===== src/rtl/scu_isa_pkg.sv =====
// ISA constants, field positions and decode helpers for the SCU issue stage.
// Shared by the issue stage, its scoreboard and the bus interface.
package scu_isa_pkg;

    localparam int unsigned NREG = 64;
    localparam int unsigned AW   = 6;
    localparam int unsigned DW   = 32;

    localparam int unsigned OPC_LSB = 28;
    localparam int unsigned RD_LSB  = 22;
    localparam int unsigned RS_LSB  = 16;
    localparam int unsigned RT_LSB  = 10;

    localparam logic [3:0] OP_NOP  = 4'b0000;
    localparam logic [3:0] OP_ST   = 4'b0011;
    localparam logic [3:0] OP_ADD  = 4'b0100;
    localparam logic [3:0] OP_INC  = 4'b0101;
    localparam logic [3:0] OP_NEG  = 4'b0110;
    localparam logic [3:0] OP_SUB  = 4'b0111;
    localparam logic [3:0] OP_J    = 4'b1000;
    localparam logic [3:0] OP_BRZ  = 4'b1001;
    localparam logic [3:0] OP_JM   = 4'b1010;
    localparam logic [3:0] OP_BRN  = 4'b1011;
    localparam logic [3:0] OP_LD   = 4'b1110;
    localparam logic [3:0] OP_SVPC = 4'b1111;

    typedef enum logic {
        ST_EMPTY,
        ST_HELD
    } hold_state_e;

    typedef struct packed {
        logic [3:0]    opcode;
        logic [AW-1:0] rd;
        logic [AW-1:0] rs;
        logic [AW-1:0] rt;
        logic          writes_rd;
        logic          uses_rs;
        logic          uses_rt;
    } decoded_t;

    // Unlisted encodings collapse to NOP so they neither stall nor write.
    function automatic logic [3:0] norm_opcode(input logic [3:0] op);
        case (op)
            OP_ST, OP_ADD, OP_INC, OP_NEG, OP_SUB, OP_J, OP_BRZ,
            OP_JM, OP_BRN, OP_LD, OP_SVPC: return op;
            default:                       return OP_NOP;
        endcase
    endfunction

    function automatic logic writes_rd(input logic [3:0] op);
        case (op)
            OP_SVPC, OP_LD, OP_ADD, OP_INC, OP_NEG, OP_SUB: return 1'b1;
            default:                                        return 1'b0;
        endcase
    endfunction

    function automatic logic uses_rs(input logic [3:0] op);
        case (op)
            OP_LD, OP_ST, OP_ADD, OP_INC, OP_NEG, OP_SUB,
            OP_J, OP_BRZ, OP_JM, OP_BRN: return 1'b1;
            default:                     return 1'b0;
        endcase
    endfunction

    function automatic logic uses_rt(input logic [3:0] op);
        case (op)
            OP_ST, OP_ADD, OP_SUB: return 1'b1;
            default:               return 1'b0;
        endcase
    endfunction

    function automatic decoded_t decode(input logic [DW-1:0] instr);
        decoded_t d;
        d.opcode    = norm_opcode(instr[OPC_LSB +: 4]);
        d.rd        = instr[RD_LSB +: AW];
        d.rs        = instr[RS_LSB +: AW];
        d.rt        = instr[RT_LSB +: AW];
        d.writes_rd = writes_rd(d.opcode);
        d.uses_rs   = uses_rs(d.opcode);
        d.uses_rt   = uses_rt(d.opcode);
        return d;
    endfunction

endpackage


===== src/rtl/scu_issue_stage_if.sv =====
// Fetch, execute and writeback handshake bundle for scu_issue_stage.
// slave = the issue stage, master = its surrounding pipeline.
interface scu_issue_stage_if;
    import scu_isa_pkg::*;

    logic          if_valid;
    logic          if_ready;
    logic [DW-1:0] if_instr;
    logic          flush;
    logic          ex_valid;
    logic          ex_ready;
    logic [3:0]    ex_opcode;
    logic [AW-1:0] ex_rd;
    logic          ex_wrt;
    logic          wb_valid;
    logic [AW-1:0] wb_rd;

    modport slave (
        input  if_valid, if_instr, flush, ex_ready, wb_valid, wb_rd,
        output if_ready, ex_valid, ex_opcode, ex_rd, ex_wrt
    );

    modport master (
        output if_valid, if_instr, flush, ex_ready, wb_valid, wb_rd,
        input  if_ready, ex_valid, ex_opcode, ex_rd, ex_wrt
    );

endinterface


===== src/rtl/scu_scoreboard.sv =====
// Pending-write scoreboard: one bit per register, set on issue, cleared on
// writeback; a same-cycle set and clear of one register leaves it set.
module scu_scoreboard
    import scu_isa_pkg::*;
(
    input  logic          clk,
    input  logic          rst_n,
    input  logic          set_en,
    input  logic [AW-1:0] set_idx,
    input  logic          clr_en,
    input  logic [AW-1:0] clr_idx,
    input  logic [AW-1:0] rd_idx_a,
    input  logic [AW-1:0] rd_idx_b,
    input  logic [AW-1:0] rd_idx_c,
    output logic          hit_a,
    output logic          hit_b,
    output logic          hit_c
);

    logic [NREG-1:0] sb_q;
    logic [NREG-1:0] sb_d;

    always_comb begin
        sb_d = sb_q;
        if (clr_en) sb_d[clr_idx] = 1'b0;
        if (set_en) sb_d[set_idx] = 1'b1;
    end

    always_ff @(posedge clk or negedge rst_n) begin
        if (!rst_n) sb_q <= '0;
        else        sb_q <= sb_d;
    end

    assign hit_a = sb_q[rd_idx_a];
    assign hit_b = sb_q[rd_idx_b];
    assign hit_c = sb_q[rd_idx_c];

endmodule


===== src/rtl/scu_issue_stage.sv =====
// Decode/issue stage: one-entry holding register, scoreboard hazard stall, ex handshake.
// Optional STALL_COUNT_EN adds a saturating stall-cycle counter on stall_count.
module scu_issue_stage
    import scu_isa_pkg::*;
(
    input  logic              clk,
    input  logic              rst_n,
    scu_issue_stage_if.slave  bus,
    output logic [AW-1:0]     rf_rs1,
    output logic [AW-1:0]     rf_rs2
`ifdef STALL_COUNT_EN
    ,
    output logic [31:0]       stall_count
`endif
);

    hold_state_e   state_q, state_d;
    logic [DW-1:0] instr_q;
    decoded_t      dec;
    logic          held;
    logic          hazard;
    logic          issue;
    logic          accept;
    logic          hit_rs, hit_rt, hit_rd;

    assign dec  = decode(instr_q);
    assign held = (state_q == ST_HELD);

    scu_scoreboard u_sb (
        .clk      (clk),
        .rst_n    (rst_n),
        .set_en   (issue && dec.writes_rd),
        .set_idx  (dec.rd),
        .clr_en   (bus.wb_valid),
        .clr_idx  (bus.wb_rd),
        .rd_idx_a (dec.rs),
        .rd_idx_b (dec.rt),
        .rd_idx_c (dec.rd),
        .hit_a    (hit_rs),
        .hit_b    (hit_rt),
        .hit_c    (hit_rd)
    );

    // Scoreboard is read registered, so a same-cycle writeback still stalls:
    // the register file would sample the stale value on this edge.
    assign hazard = (dec.uses_rs && hit_rs) || (dec.uses_rt && hit_rt) ||
                    (dec.writes_rd && hit_rd);
    assign issue  = held && !hazard && (!bus.ex_valid || bus.ex_ready) && !bus.flush;
    assign bus.if_ready = (!held || issue) && !bus.flush;
    assign accept = bus.if_valid && bus.if_ready;

    assign rf_rs1 = held ? dec.rs : '0;
    assign rf_rs2 = held ? dec.rt : '0;

    always_comb begin
        state_d = state_q;
        case (state_q)
            ST_EMPTY: if (accept) state_d = ST_HELD;
            ST_HELD: begin
                if (bus.flush)   state_d = ST_EMPTY;
                else if (accept) state_d = ST_HELD;
                else if (issue)  state_d = ST_EMPTY;
            end
            default: state_d = ST_EMPTY;
        endcase
    end

    always_ff @(posedge clk or negedge rst_n) begin
        if (!rst_n) state_q <= ST_EMPTY;
        else        state_q <= state_d;
    end

    always_ff @(posedge clk or negedge rst_n) begin
        if (!rst_n)      instr_q <= '0;
        else if (accept) instr_q <= bus.if_instr;
    end

    always_ff @(posedge clk or negedge rst_n) begin
        if (!rst_n) begin
            bus.ex_valid  <= 1'b0;
            bus.ex_opcode <= '0;
            bus.ex_rd     <= '0;
            bus.ex_wrt    <= 1'b0;
        end else if (issue) begin
            bus.ex_valid  <= 1'b1;
            bus.ex_opcode <= dec.opcode;
            bus.ex_rd     <= dec.rd;
            bus.ex_wrt    <= dec.writes_rd;
        end else if (bus.ex_ready) begin
            bus.ex_valid  <= 1'b0;
        end
    end

`ifdef STALL_COUNT_EN
    always_ff @(posedge clk or negedge rst_n) begin
        if (!rst_n)
            stall_count <= '0;
        else if (held && !issue && !bus.flush && (stall_count != '1))
            stall_count <= stall_count + 32'd1;
    end
`endif

endmodule


===== src/flat_wrapper.sv =====
// flat-port wrapper written by rule: the top's interface ports become plain ports
module scu_issue_stage_flat import scu_isa_pkg::*;
  (clk, rst_n, rf_rs1, rf_rs2, bus_if_valid, bus_if_instr, bus_flush, bus_ex_ready, bus_wb_valid, bus_wb_rd, bus_if_ready, bus_ex_valid, bus_ex_opcode, bus_ex_rd, bus_ex_wrt);
  scu_issue_stage_if bus_i ();
  input  logic clk;
  input  logic rst_n;
  output logic [AW-1:0] rf_rs1;
  output logic [AW-1:0] rf_rs2;
  input wire logic [$bits(bus_i.if_valid)-1:0] bus_if_valid;
  input wire logic [$bits(bus_i.if_instr)-1:0] bus_if_instr;
  input wire logic [$bits(bus_i.flush)-1:0] bus_flush;
  input wire logic [$bits(bus_i.ex_ready)-1:0] bus_ex_ready;
  input wire logic [$bits(bus_i.wb_valid)-1:0] bus_wb_valid;
  input wire logic [$bits(bus_i.wb_rd)-1:0] bus_wb_rd;
  output wire logic [$bits(bus_i.if_ready)-1:0] bus_if_ready;
  output wire logic [$bits(bus_i.ex_valid)-1:0] bus_ex_valid;
  output wire logic [$bits(bus_i.ex_opcode)-1:0] bus_ex_opcode;
  output wire logic [$bits(bus_i.ex_rd)-1:0] bus_ex_rd;
  output wire logic [$bits(bus_i.ex_wrt)-1:0] bus_ex_wrt;
  assign bus_i.if_valid = bus_if_valid;
  assign bus_i.if_instr = bus_if_instr;
  assign bus_i.flush = bus_flush;
  assign bus_i.ex_ready = bus_ex_ready;
  assign bus_i.wb_valid = bus_wb_valid;
  assign bus_i.wb_rd = bus_wb_rd;
  assign bus_if_ready = bus_i.if_ready;
  assign bus_ex_valid = bus_i.ex_valid;
  assign bus_ex_opcode = bus_i.ex_opcode;
  assign bus_ex_rd = bus_i.ex_rd;
  assign bus_ex_wrt = bus_i.ex_wrt;
  scu_issue_stage u_core (.clk(clk), .rst_n(rst_n), .bus(bus_i), .rf_rs1(rf_rs1), .rf_rs2(rf_rs2));
endmodule

===== config.mk =====
export PLATFORM = sky130hd
export DESIGN_NAME = scu_issue_stage_flat
export DESIGN_NICKNAME = d
export VERILOG_FILES = /design/src/rtl/scu_isa_pkg.sv /design/src/rtl/scu_issue_stage_if.sv /design/src/rtl/scu_scoreboard.sv /design/src/rtl/scu_issue_stage.sv /design/src/flat_wrapper.sv
export SDC_FILE = /design/constraint.sdc
export NUM_CORES = 1
export LEC_CHECK = 0
export BUFFER_PORTS_ARGS = -buffer_cell sky130_fd_sc_hd__buf_2
export CAP_MARGIN = 20
export CORE_UTILIZATION = 48
export CTS_CLUSTER_SIZE = 25
export DETAILED_ROUTE_END_ITERATION = 8
export PLACE_DENSITY = 0.82
export SYNTH_ARGS = -nofsm -noshare
export SYNTH_HDL_FRONTEND = slang
export SYNTH_HIERARCHICAL = 1
export SYNTH_SLANG_ARGS = --single-unit

===== constraint.sdc =====
create_clock -name clk -period 3.43 [get_ports clk]
set_input_delay 0.343 -clock clk [delete_from_list [all_inputs] [get_ports clk]]
set_output_delay 0.343 -clock clk [all_outputs]
set_load 0.02 [all_outputs]

---- After elaboration in Yosys (flattened, before gate mapping) ----
Memory sizes are Yosys's and may differ from the RTL's.
Cells that the tools add are included.
operators by class
  $lt $le $gt $ge ......................... 6
  eq/ne operators ......................... 18
  bitwise gates (word level) .............. 4
  multiplexer cells ....................... 24
  reduce and logical (&&, ||, !) cells .... 23
operators by type and width
  kind                  number
  $mux W64              2
  $and A64 B64 Y64      1
  $not A64 Y64          1
  $or A64 B64 Y64       1
  $eq A4 B3 Y1 const B  8
  $eq A4 B4 Y1 const B  8
  $lt A6 B7 Y1 const B  4
  $bmux W1 S6           3
  $mux W1               13
  $demux W1 S6          2
  $ge A6 B1 Y1 const B  2
  $mux W6               2
  $logic_and A1 B1 Y1   11
  $reduce_or A11 Y1     1
  $eq A4 B2 Y1 const B  2
  $reduce_or A6 Y1      1
  $logic_not A1 Y1      4
  $logic_or A1 B1 Y1    4
  $mux W4               1
  $reduce_or A3 Y1      1
  $pmux W1 S2           1
  $reduce_bool A2 Y1    1
  $not A1 Y1            1
word-level totals
  register bits ........................... 109
  input port bits ......................... 44
  memory bits (read-only) ................. 16
  output and inout port bits .............. 25
  memories ................................ 1
memory list
  memory           words  bits a word  rd ports  clocked after Yosys merged registers in  wr ports  RTL line           RTL
  (no name shown)  16     1            1         0                                        0         scu_isa_pkg.sv:59  case (op)

---- Logic depth before layout (Yosys ltp) ----
Gate-level depths: netlist of the first run.
  depth in word-level cells ............... 19
  mapped depth ............................ 15
  depth with buffers taken out ............ 12

---- Hierarchy ----
The synthesis of the first run kept the hierarchy.
modules (own cells, without submodules)
  module           cells each  area each (sq um)  sequential area each (sq um)  instances
  scu_scoreboard   385         4405.5             1601.5                        1
  scu_issue_stage  120         1699.1             875.8                         1

---- Worst setup path after synthesis of the first run ----
Ideal clock, no wire load.
  path kind ............................... reg2reg
  from .................................... register u_core.instr_q[12]
  to ...................................... register u_core.u_sb.sb_q[62]
  cell stages (with the launch flop) ...... 14
  path buffers ............................ 2
  arrival ................................. 3.463 ns
  path slack .............................. -0.117 ns
  library setup time ...................... 0.084 ns
  cell sequence ........................... dfrtp_1 -> buf_2 -> mux4_1 -> mux4_2 -> nor2b_1 -> o32ai_1 -> and4b_4 -> a311oi_4 -> nand4_2 -> buf_6 -> nor2_1 -> nor2b_1 -> nand3_1 -> o21ai_0
between the ends
  word-level cells in the longest chain between the ends .. 11
ends and longest elaborated chain
  element                           RTL line               RTL
  from (decl)                       scu_issue_stage.sv:18  logic [DW-1:0] instr_q;
  from (signal assigned)            scu_issue_stage.sv:75  else if (accept) instr_q <= bus.if_instr;
  $bmux W1 S6                       scu_scoreboard.sv:35   assign hit_b = sb_q[rd_idx_b];
  $mux W1 (not written as such)     scu_scoreboard.sv:35
  net u_core.hit_rt                 scu_issue_stage.sv:24  logic hit_rs, hit_rt, hit_rd;
  $logic_and A1 B1 Y1               scu_issue_stage.sv:46  assign hazard = (dec.uses_rs && hit_rs) || (dec.uses_rt && hit_rt) ||
  $logic_or A1 B1 Y1 (2 in a row)   scu_issue_stage.sv:46
  $logic_not A1 Y1                  scu_issue_stage.sv:48  assign issue = held && !hazard && (!bus.ex_valid || bus.ex_ready) && !bus.flush;
  $logic_and A1 B1 Y1 (3 in a row)  scu_issue_stage.sv:48
  $logic_and A1 B1 Y1               scu_issue_stage.sv:32  .set_en (issue && dec.writes_rd),
  $mux W64                          scu_scoreboard.sv:26   if (set_en) sb_d[set_idx] = 1'b1;
  net u_core.u_sb.sb_d[62]          scu_scoreboard.sv:21   logic [NREG-1:0] sb_d;
  to (signal assigned)              scu_scoreboard.sv:30   if (!rst_n) sb_q <= '0;
  to (signal assigned)              scu_scoreboard.sv:31   else sb_q <= sb_d;
  to (decl)                         scu_scoreboard.sv:20   logic [NREG-1:0] sb_q;
The timed path passes the listed nets, and every way through them passes these cells. The select of a mux whose other input is x is not followed.
A chain may end at the register's enable or synchronous reset.

---- Worst setup path after layout of the first run ----
  from .................................... register u_core.instr_q[22]
  to ...................................... register u_core.u_sb.sb_q[18]
between the ends
  word-level cells in the longest chain between the ends .. 10
  elaborated cells on any way between the ends .. 16
  those cells by class .................... 2 x order compare; 5 x mux; 1 x bitwise; 8 x reduce/logical
ends and longest elaborated chain
  element                           RTL line               RTL
  $bmux W1 S6                       scu_scoreboard.sv:36   assign hit_c = sb_q[rd_idx_c];
  $mux W1 (not written as such)     scu_scoreboard.sv:36
  net u_core.hit_rd                 scu_issue_stage.sv:24
  $logic_and A1 B1 Y1               scu_issue_stage.sv:47  (dec.writes_rd && hit_rd);
  $logic_or A1 B1 Y1                scu_issue_stage.sv:46
  $logic_not A1 Y1                  scu_issue_stage.sv:48
  $logic_and A1 B1 Y1 (3 in a row)  scu_issue_stage.sv:48
  $logic_and A1 B1 Y1               scu_issue_stage.sv:32
  $mux W64                          scu_scoreboard.sv:26
  net u_core.u_sb.sb_d[18]          scu_scoreboard.sv:21
The timed path passes the listed nets, and every way through them passes these cells. The select of a mux whose other input is x is not followed.

==> impl_metrics.ini, run 1 <==
[sta]
max_slew_margin_pct = 58.57
final_hold_viol_count = 0
hold_ws_ps = 224.6
finalCritPeriodShare_pct = 105.1
slew_violations = 0
min_period_ps = 3604
fin_ws_ps = -173.6
worst_pin_slew_ps = 614.9
tns_ps = -7235
fmax_mhz = 277.5
rsz0062_at_grt = yes
setup_viol = 87
finClkSkew_ps = 9.322

[setup_path]
r2r_setup_slack_ps = -170
cp.required_ps = 3690
crit_arrival_ps = 3870
r2r_start = u_core/instr_q[22]$_DFFE_PN0P_
timing_worst_setup_path_type = reg -> reg
reg2reg_depth = 14
crit_path_end_kind = register
worst_r2r_endpoint = u_core/u_sb/sb_q[18]$_DFF_PN0_
crit_path_max_fanout = 8
critPathLaunchType = register

[grt]
grt_max_degree = 44
track_usage_pct = 28.88
antenna_found_initial = 0
grt_pass1_vias = 5171
grt_pass1_wl_mm = 28.19
overflow = 0

[floorplan]
core-area_mm2 = 0.01221
ioPinCount = 69
die_x_um = 114.8
dieHeight_um = 114.8
initial_utilization_pct = 49.99
dieArea_mm2 = 0.01317
fp-row-count = 40

[routing]
via_per_inst = 6.895
ant_nets = 0
drc = 0
wl_per_cell_um = 24.55
drtPass1Iterations = 7
drtIter0Drc = 822
routed-via-count = 5261
wirelength_mm = 18.73

[placement]
place_congestion = 0.9673
dp_slack_ps = -293.9
portBuffers = 58
hpwlAfterDp_mm = 12.91

[synthesis]
ys_async_sr_fraction_pct = 100.0
synth-seq-area-share_pct = 40.58
yosysWarnings = 6
synth_area_mm2 = 0.006105
synth_area_leaders = dfrtp_1, mux4_1, o21ai_0, mux4_2, mux2_4
synth_cell_types = 49
synth_fp_nets = 549
synth-edff-count = 0
synth_top_cell_by_area = dfrtp_1
synthCells = 505
synth.avg_cell_area_um2 = 12.09
synth_ff_type = dfrtp_1
synth_top_area_share_pct = 40.58
ys_ff_latch = 99

[hold_path]
min_path_cells = 2
hold_start = bus_if_instr[17]
hp-class = in -> reg
holdPathEnd = u_core/instr_q[17]$_DFFE_PN0P_

[layout]
diodes = 0
num-nets-final = 634
final_cell_mix = dfrtp_1, o21ai_0, buf_2
layout-drive-gt1-share_pct = 40.84
multi_input_area_mm2 = 0.003551
regArea_mm2 = 0.002481
num-fill-cells = 916
mostFrequentLayoutCell = dfrtp_1
area_delta_synth_final_pct = 20.54

[clock_tree]
clock_latency_ps = 350
cts_root_buf = clkbuf_16
clock_path_buffers = 2
cts_sinks = 99
htreeDepth = 3
cts_tree = built
cts_made_buffers = 9
clk_pin_slew_ps = 70

[power_and_ir_drop]
ir_drop_mv = 0.4005
p_per_area_mw_per_mm2 = 806.8
fin_total_pwr_uw = 5937
leakagePower_uw = 0.003299

[run_status]
violations = negative setup slack
status = complete, but fails checks

[job]
max_cap_viol_count = 0
## report_power, final
part	internal, uW	switching (uW)
Sequential	1500	562
Combinational	1430	1410
Clock	578	460
Total	3510	2430
## routing by layer
layer | up-vias | share of wire [%] | GRT usage, %
met4 | 0 | 5.7 | 17.14
met5 | - | 0 | 0
met2 | 430 | 48 | 48.04
li1 | 2134 | - | -
met3 | 108 | 11 | 7.275
met1 | 2589 | 35 | 34.15
## what timing repair did
action	CTS	global route
setup endpoints to repair	65	85
buffers inserted	2	2
gates cloned	1	0
endpoints found under the hold margin	23	0
pin swaps	6	7
gates resized for setup	23	114
hold buffers	1	0
## worst max path at each step
stage	start	to	slack, ps	cells past startpoint
finish	u_core/instr_q[22]$_DFFE_PN0P_	u_core/u_sb/sb_q[18]$_DFF_PN0_	-170	14
global route	u_core/instr_q[22]$_DFFE_PN0P_	bus_if_ready	-310	11
CTS	u_core/instr_q[10]$_DFFE_PN0P_	bus_if_ready	-120	11
detailed placement	u_core/instr_q[22]$_DFFE_PN0P_	u_core/u_sb/sb_q[41]$_DFF_PN0_	-290	13
global placement	u_core/instr_q[22]$_DFFE_PN0P_	u_core/u_sb/sb_q[16]$_DFF_PN0_	-1	13
floorplan	u_core/instr_q[22]$_DFFE_PN0P_	u_core/u_sb/sb_q[62]$_DFF_PN0_	10	13
## sequential cells by signal, indices dropped and copies added (netlist names)
signal,count
u_core/bus.ex_wrt,1
u_core/bus.ex_opcode,4
u_core/held,1
u_core/u_sb/sb_q,64
u_core/bus.ex_rd,6
u_core/bus.ex_valid,1
u_core/instr_q,22
## cells in the mapped netlist (2+ instances only)
| library cell | count |
|---|---|
| buf_1 | 2 |
| o21ai_0 | 130 |
| nor3b_1 | 3 |
| clkbuf_1 | 14 |
| or3b_1 | 2 |
| o21ai_1 | 3 |
| nand4_1 | 2 |
| nand4b_1 | 4 |
| a2111oi_0 | 2 |
| and3_1 | 2 |
| buf_6 | 7 |
| mux2_2 | 10 |
| and2_1 | 12 |
| inv_1 | 9 |
| nor2b_1 | 18 |
| nor2_1 | 13 |
| a2bb2oi_1 | 2 |
| mux2i_1 | 14 |
| mux4_2 | 20 |
| nand2_1 | 14 |
| o211ai_1 | 4 |
| or3_1 | 3 |
| buf_4 | 3 |
| o22ai_1 | 2 |
| dfrtp_1 | 99 |
| nor4_1 | 2 |
| nand3b_1 | 11 |
| mux2_4 | 25 |
| buf_12 | 3 |
| nand3_1 | 13 |
| nor3_1 | 5 |
| o31ai_1 | 2 |
| mux4_1 | 28 |
| buf_2 | 5 |
| or3b_2 | 2 |
| o311ai_0 | 2 |
## cell families after synthesis
| logic type | Yosys count | share of synthesized area, % |
|---|---|---|
| AND/OR/NAND/NOR | 109 | 10.53 |
| multiplexers | 97 | 29.72 |
| AO/OA/AOI/OAI | 156 | 14.43 |
| buffers and inverters | 43 | 4.591 |
| XOR/XNOR | 1 | 0.1435 |
| flip-flops | 99 | 40.58 |
## cell type report
class                   count  area share, %
inverters                   9         0.4591
multi-input cells         363          48.26
repair buffers            108          10.54
flip-flops and latches     99          33.72
clock inverters             7          1.105
well taps                 168          2.857
clock buffers               9          3.061
## through the flow
| stage | area, um2 | utilization [%] | instances |
|---|---|---|---|
| after global routing | 7358 | 60.26 | 763 |
| after CTS | 7134 | 58.42 | 761 |
| after global placement | 6745 | 55.24 | 741 |
| after detailed placement | 6745 | 55.24 | 741 |
| final | 7358 | 60.26 | 763 |
| after floorplan | 6112 | - | 505 |
## critical path: stages, from the launching register on
cell and delay, ps:
dfrtp_2 500, buf_4 200, mux4_1 560, o21ai_0 210, o22ai_1 160, nor4_2 300
nor3_2 120, a311oi_4 320, buf_4 160, nand4_2 110, nor2_4 170, nor2b_4 270
nand2_2 110, buf_8 170, o21ai_2 150
Power figures use the tool's default switching activity.
==> run 2: changes to the inputs <==
PLACE_DENSITY = 0.8   (was 0.82)
clock period = 3.8 ns   (was 3.43 ns; I/O delays follow)
==> run 2 against run 1 <==
The flow now finishes without violations. Via count is 3.1% lower. Total power is 15% lower. Clock skew hardly changed. Sequential share of layout area is 1.5 points higher. Die area stayed put. Critical path depth is 3 lower.
==> impl_metrics.ini, run 2 (synthesis gave the netlist of run 1 again) <==
[run_status]
status = completed

[layout]
final_cell_mix = o21ai_0, dfrtp_1, buf_2
num-fill-cells = 952
mostFrequentLayoutCell = o21ai_0
layoutNonFillerInstCount = 749
final_util_pct = 57.69
diodes = 0
reg_top3 = u_core/u_sb/sb_q x64, u_core/instr_q x22, u_core/bus.ex_rd x6
num-nets-final = 620
regMostFlops = u_core/u_sb/sb_q
largest_register_ffs = 64
area_delta_synth_final_pct = 15.41
layout-drive-gt1-share_pct = 31.15

[sta]
hold_ws_ps = 251.9
fmax_mhz = 264.9
worst_pin_slew_ps = 774.1
max_slew_margin_pct = 48.39
final_hold_viol_count = 0
finClkSkew_ps = 9.184
min_period_ps = 3775
rsz0062_at_grt = yes
slew_violations = 0
setup_viol = 0
finalCritPeriodShare_pct = 99.33

[setup_path]
timing_worst_setup_path_type = reg -> out
r2r_setup_slack_ps = 80
critPathMaxStageDelay_ps = 570
crit_arrival_ps = 3390
crit_path_frequent_cell = buf_4
cp.required_ps = 3420
crit_path_end_kind = output port
reg2reg_depth = 13
worst_r2r_endpoint = u_core/u_sb/sb_q[52]$_DFF_PN0_
crit_path_max_fanout = 8
critPathLaunchType = register
r2r_start = u_core/instr_q[10]$_DFFE_PN0P_
cp_slowest_cell = mux4_1
path_cells = buf_12 > mux4_1 > mux4_2 > nor2_2 > o32ai_2 > and4b_4 > a311oi_4 > buf_4 > a31oi_1 > nor2_1 > buf_4

[routing]
via_per_inst = 6.808
wirelength_mm = 17.84
ant_nets = 0
drtIter0Drc = 686
wl_per_cell_um = 23.82
routed-via-count = 5099
drtPass1Iterations = 9
drc = 0

[power_and_ir_drop]
internal-power_uw = 3010
ir_drop_mv = 0.2743
leakagePower_uw = 0.003200
p_switching_uw = 2052
p_per_area_mw_per_mm2 = 718.4
swShare_pct = 40.54
clockPowerShare_pct = 17.8
seq_power_share_pct = 36.9
comb_power_share_pct = 45.2

[floorplan]
dieHeight_um = 114.8
dieArea_mm2 = 0.01317
ioPinCount = 69
core-area_mm2 = 0.01221
initial_utilization_pct = 49.99
fp-row-count = 40
die_x_um = 114.8

[hold_path]
hold_start = bus_if_instr[17]
hp-class = in -> reg
holdPathEnd = u_core/instr_q[17]$_DFFE_PN0P_
min_path_cells = 2

[placement]
dp_cells = 723
place_congestion = 0.9502
hpwlAfterDp_mm = 11.76
portBuffers = 58

[clock_tree]
clk_pin_slew_ps = 80
cts_sinks = 99
clock_latency_ps = 360
htreeDepth = 3
clock_path_buffers = 2
cts_made_buffers = 9
cts_tree = built
cts_root_buf = clkbuf_16

[grt]
grt_pass1_vias = 4947
antenna_found_initial = 0
grt_pass1_wl_mm = 26.92
overflow = 0
track_usage_pct = 27.35
grt_max_degree = 84

[job]
max_cap_viol_count = 0
==> run 2: power by group through the flow <==
stage | Combinational (uW) | Clock [uW] | Sequential, uW
2_1_floorplan | 1650 | 0 | 1690
3_3_place_gp | 2050 | 0 | 1810
3_5_place_dp | 2110 | 0 | 1850
4_1_cts | 2130 | 904 | 1830
5_1_grt | 2420 | 946 | 1910
6_report | 2290 | 902 | 1870
==> run 2: final cells by class <==
| cell class | count | area [um2] | share of cell area (%) |
|---|---|---|---|
| clock buffer | 9 | 225.2 | 3.197 |
| clock inverter | 7 | 58.81 | 0.8347 |
| inverter | 9 | 33.78 | 0.4795 |
| multi-input combinational | 363 | 3382 | 48.00 |
| sequential | 99 | 2480 | 35.20 |
| tap | 168 | 210.2 | 2.983 |
| timing repair buffer | 94 | 655.6 | 9.306 |
==> run 2: through the flow <==
stage | total power [uW] | setup TNS (ps) | setup slack [ps] | instance area (um2)
finish | 5062 | 0 | 25.47 | 7046
global route | 5270 | -106.9 | -106.9 | 7046
CTS | 4868 | 0 | 17.84 | 6905
detailed placement | 3961 | -1513 | -129.6 | 6618
global placement | 3860 | 0 | 98.87 | 6618
floorplan | 3336 | 0 | 253.2 | 6105
==> run 2: repair_timing <==
action,4_1_cts,5_1_grt
resized for setup,2,14
endpoints found under the hold margin,0,28
setup endpoints to repair,24,25
buffers inserted,0,7
cloned,0,1
hold buffers,0,1
pin swaps,0,1
==> run 2: worst max-delay path by stage <==
stage	startpoint	endpoint	slack [ps]
floorplan	u_core/instr_q[12]$_DFFE_PN0P_	u_core/u_sb/sb_q[62]$_DFF_PN0_	250
global placement	u_core/instr_q[23]$_DFFE_PN0P_	u_core/u_sb/sb_q[2]$_DFF_PN0_	100
detailed placement	u_core/instr_q[23]$_DFFE_PN0P_	u_core/u_sb/sb_q[58]$_DFF_PN0_	-130
CTS	u_core/instr_q[10]$_DFFE_PN0P_	u_core/u_sb/sb_q[10]$_DFF_PN0_	20
global route	u_core/instr_q[10]$_DFFE_PN0P_	bus_if_ready	-110
finish	u_core/instr_q[10]$_DFFE_PN0P_	bus_if_ready	30
==> run 2: per-layer routing <==
metal,vias to the layer above,track usage (%),wire length (um)
li1,2111,-,-
met1,2498,32.95,6372
met2,404,44.93,8653
met3,86,5.535,1887
met4,0,18.10,924
met5,-,0,0
==> run 2: critical path, delay by kind of cell (launching register included) <==
family          cells  cell delay (ps)
compound gates      3              520
buf+inv             3              470
flops               1              450
mux                 2             1090
simple gates        3              490
==> run 3: changes to the inputs <==
CORE_ASPECT_RATIO = 2   (was not set)
==> run 3 against run 2 <==
Die area is 0.21% higher. Critical path type is now reg -> reg. Sequential cell count unchanged. Final area decreased by 1.2%. Routed wire length decreased by 0.30%.
==> impl_metrics.ini, run 3 (synthesis gave the netlist of run 1 again) <==
[run_status]
status = completed

[layout]
final_cell_mix = o21ai_0, dfrtp_1, buf_2
mostFrequentLayoutCell = o21ai_0
area_delta_synth_final_pct = 14.02
multi_input_area_mm2 = 0.003364
fin_area_mm2 = 0.006960
layout-drive-gt1-share_pct = 30.05
regMostFlops = u_core/u_sb/sb_q
reg_top3 = u_core/u_sb/sb_q x64, u_core/instr_q x22, u_core/bus.ex_rd x6
largest_register_ffs = 64
num-fill-cells = 1021
final_util_pct = 55.76
regArea_mm2 = 0.002477
diodes = 0
num-nets-final = 618

[grt]
track_usage_pct = 28.28
grt_max_degree = 69
grt_pass1_wl_mm = 27.36
overflow = 0
grt_pass1_vias = 4979
antenna_found_initial = 1

[placement]
place_congestion = 0.9285
portBuffers = 58
hpwlAfterDp_mm = 13.38
place_area_mm2 = 0.006605

[setup_path]
critPathMaxStageDelay_ps = 560
crit_arrival_ps = 4020
r2r_start = u_core/instr_q[10]$_DFFE_PN0P_
timing_worst_setup_path_type = reg -> reg
r2r_setup_slack_ps = 20
path_cells = buf_12 > mux4_1 > mux4_2 > nor2b_1 > o32ai_1 > and4b_4 > a311oi_4 > nand4_2 > nor2_1 > nor2b_4 > nand3_1 > buf_4 > o21ai_0
cp_slowest_cell = mux4_1
crit_path_end_kind = register
worst_r2r_endpoint = u_core/u_sb/sb_q[14]$_DFF_PN0_
crit_path_max_fanout = 17
critPathLaunchType = register
cp.required_ps = 4040
reg2reg_depth = 13

[floorplan]
dieArea_mm2 = 0.01320
die_x_um = 81.75
initial_utilization_pct = 48.91
core-area_mm2 = 0.01248
fp-row-count = 58
dieHeight_um = 161.5
ioPinCount = 69

[clock_tree]
cts_tree = built
cts_root_buf = clkbuf_16
cts_sinks = 99
clock_latency_ps = 350
cts_made_buffers = 9
htreeDepth = 3
clock_path_buffers = 2
clk_pin_slew_ps = 70

[sta]
slew_violations = 0
min_period_ps = 3779
fmax_mhz = 264.6
finalCritPeriodShare_pct = 99.45
finClkSkew_ps = 9.115
max_slew_margin_pct = 40.86
worst_pin_slew_ps = 887.1
final_hold_viol_count = 0
setup_viol = 0

[job]
max_cap_viol_count = 0

[routing]
drtPass1Iterations = 5
via_per_inst = 6.907
routed-via-count = 5035
ant_nets = 0
wirelength_mm = 17.79
drc = 0
drtIter0Drc = 453
wl_per_cell_um = 24.40

[hold_path]
hp-class = in -> async

[power_and_ir_drop]
ir_drop_mv = 0.5669
leakagePower_uw = 0.003170
p_per_area_mw_per_mm2 = 723.6
-- run 3: changes by cell type in the layout (fill, tap and decap cells not counted), sizes merged --
cell | before | now
bufinv | 0 | 1
clkbuf | 10 | 9
dlygate4sd3 | 1 | 0
inv | 12 | 11
-- run 3: through the flow --
| step | hold slack, ps | total power (uW) | TNS [ps] | setup slack [ps] | instances |
|---|---|---|---|---|---|
| global route | 203.4 | 5277 | -90.14 | -57.06 | 729 |
| global placement | 484.8 | 3891 | 0 | 221.3 | 708 |
| floorplan | 84.41 | 3336 | 0 | 253.2 | 505 |
| CTS | 174.1 | 4955 | 0 | 2.210 | 724 |
| detailed placement | 492.8 | 4005 | 0 | 58.75 | 708 |
| finish | 148.8 | 5036 | 0 | 20.76 | 729 |
-- run 3: worst max-delay path, delay by kind of cell, from the launching register on --
kind / cells / cell delay [ps]
simple gates: 6 / 1160
mux: 2 / 1080
compound gates: 3 / 690
flops: 1 / 380
buf+inv: 2 / 350
-- run 3: worst max-delay path by stage --
stage	startpoint	endpoint	cells past startpoint
floorplan	u_core/instr_q[12]$_DFFE_PN0P_	u_core/u_sb/sb_q[62]$_DFF_PN0_	13
global placement	u_core/instr_q[10]$_DFFE_PN0P_	u_core/u_sb/sb_q[28]$_DFF_PN0_	12
detailed placement	u_core/instr_q[10]$_DFFE_PN0P_	u_core/u_sb/sb_q[34]$_DFF_PN0_	12
CTS	u_core/instr_q[10]$_DFFE_PN0P_	u_core/u_sb/sb_q[34]$_DFF_PN0_	12
global route	u_core/instr_q[10]$_DFFE_PN0P_	u_core/u_sb/sb_q[14]$_DFF_PN0_	13
finish	u_core/instr_q[10]$_DFFE_PN0P_	u_core/u_sb/sb_q[14]$_DFF_PN0_	13
-- run 3: final cells by class --
| cell class | count | share of cell area [%] |
|---|---|---|
| Tap cell | 150 | 2.696 |
| Multi-Input combinational cell | 363 | 48.34 |
| Clock inverter | 7 | 1.204 |
| Clock buffer | 9 | 3.236 |
| Inverter | 9 | 0.4853 |
| Timing Repair Buffer | 92 | 8.449 |
| Sequential cell | 99 | 35.59 |
-- run 3: power by group --
| group | switching (uW) | total [uW] | internal, uW |
|---|---|---|---|
| clock network | 428 | 949 | 521 |
| logic | 1060 | 2240 | 1170 |
| registers | 504 | 1850 | 1350 |
| total | 1990 | 5040 | 3040 |
-- run 3: metal layers --
layer	global-route usage (%)	up-vias	routed length [um]
li1	-	2101	-
met1	27.49	2495	5905
met2	48.53	324	9446
met3	7.514	113	948
met4	21.69	2	1472
met5	0	-	12
-- run 3: timing repair --
item | in CTS | in global routing
resized for setup | 0 | 6
hold buffers | 0 | 0
setup buffers | 0 | 5
setup endpoints to repair | 0 | 33
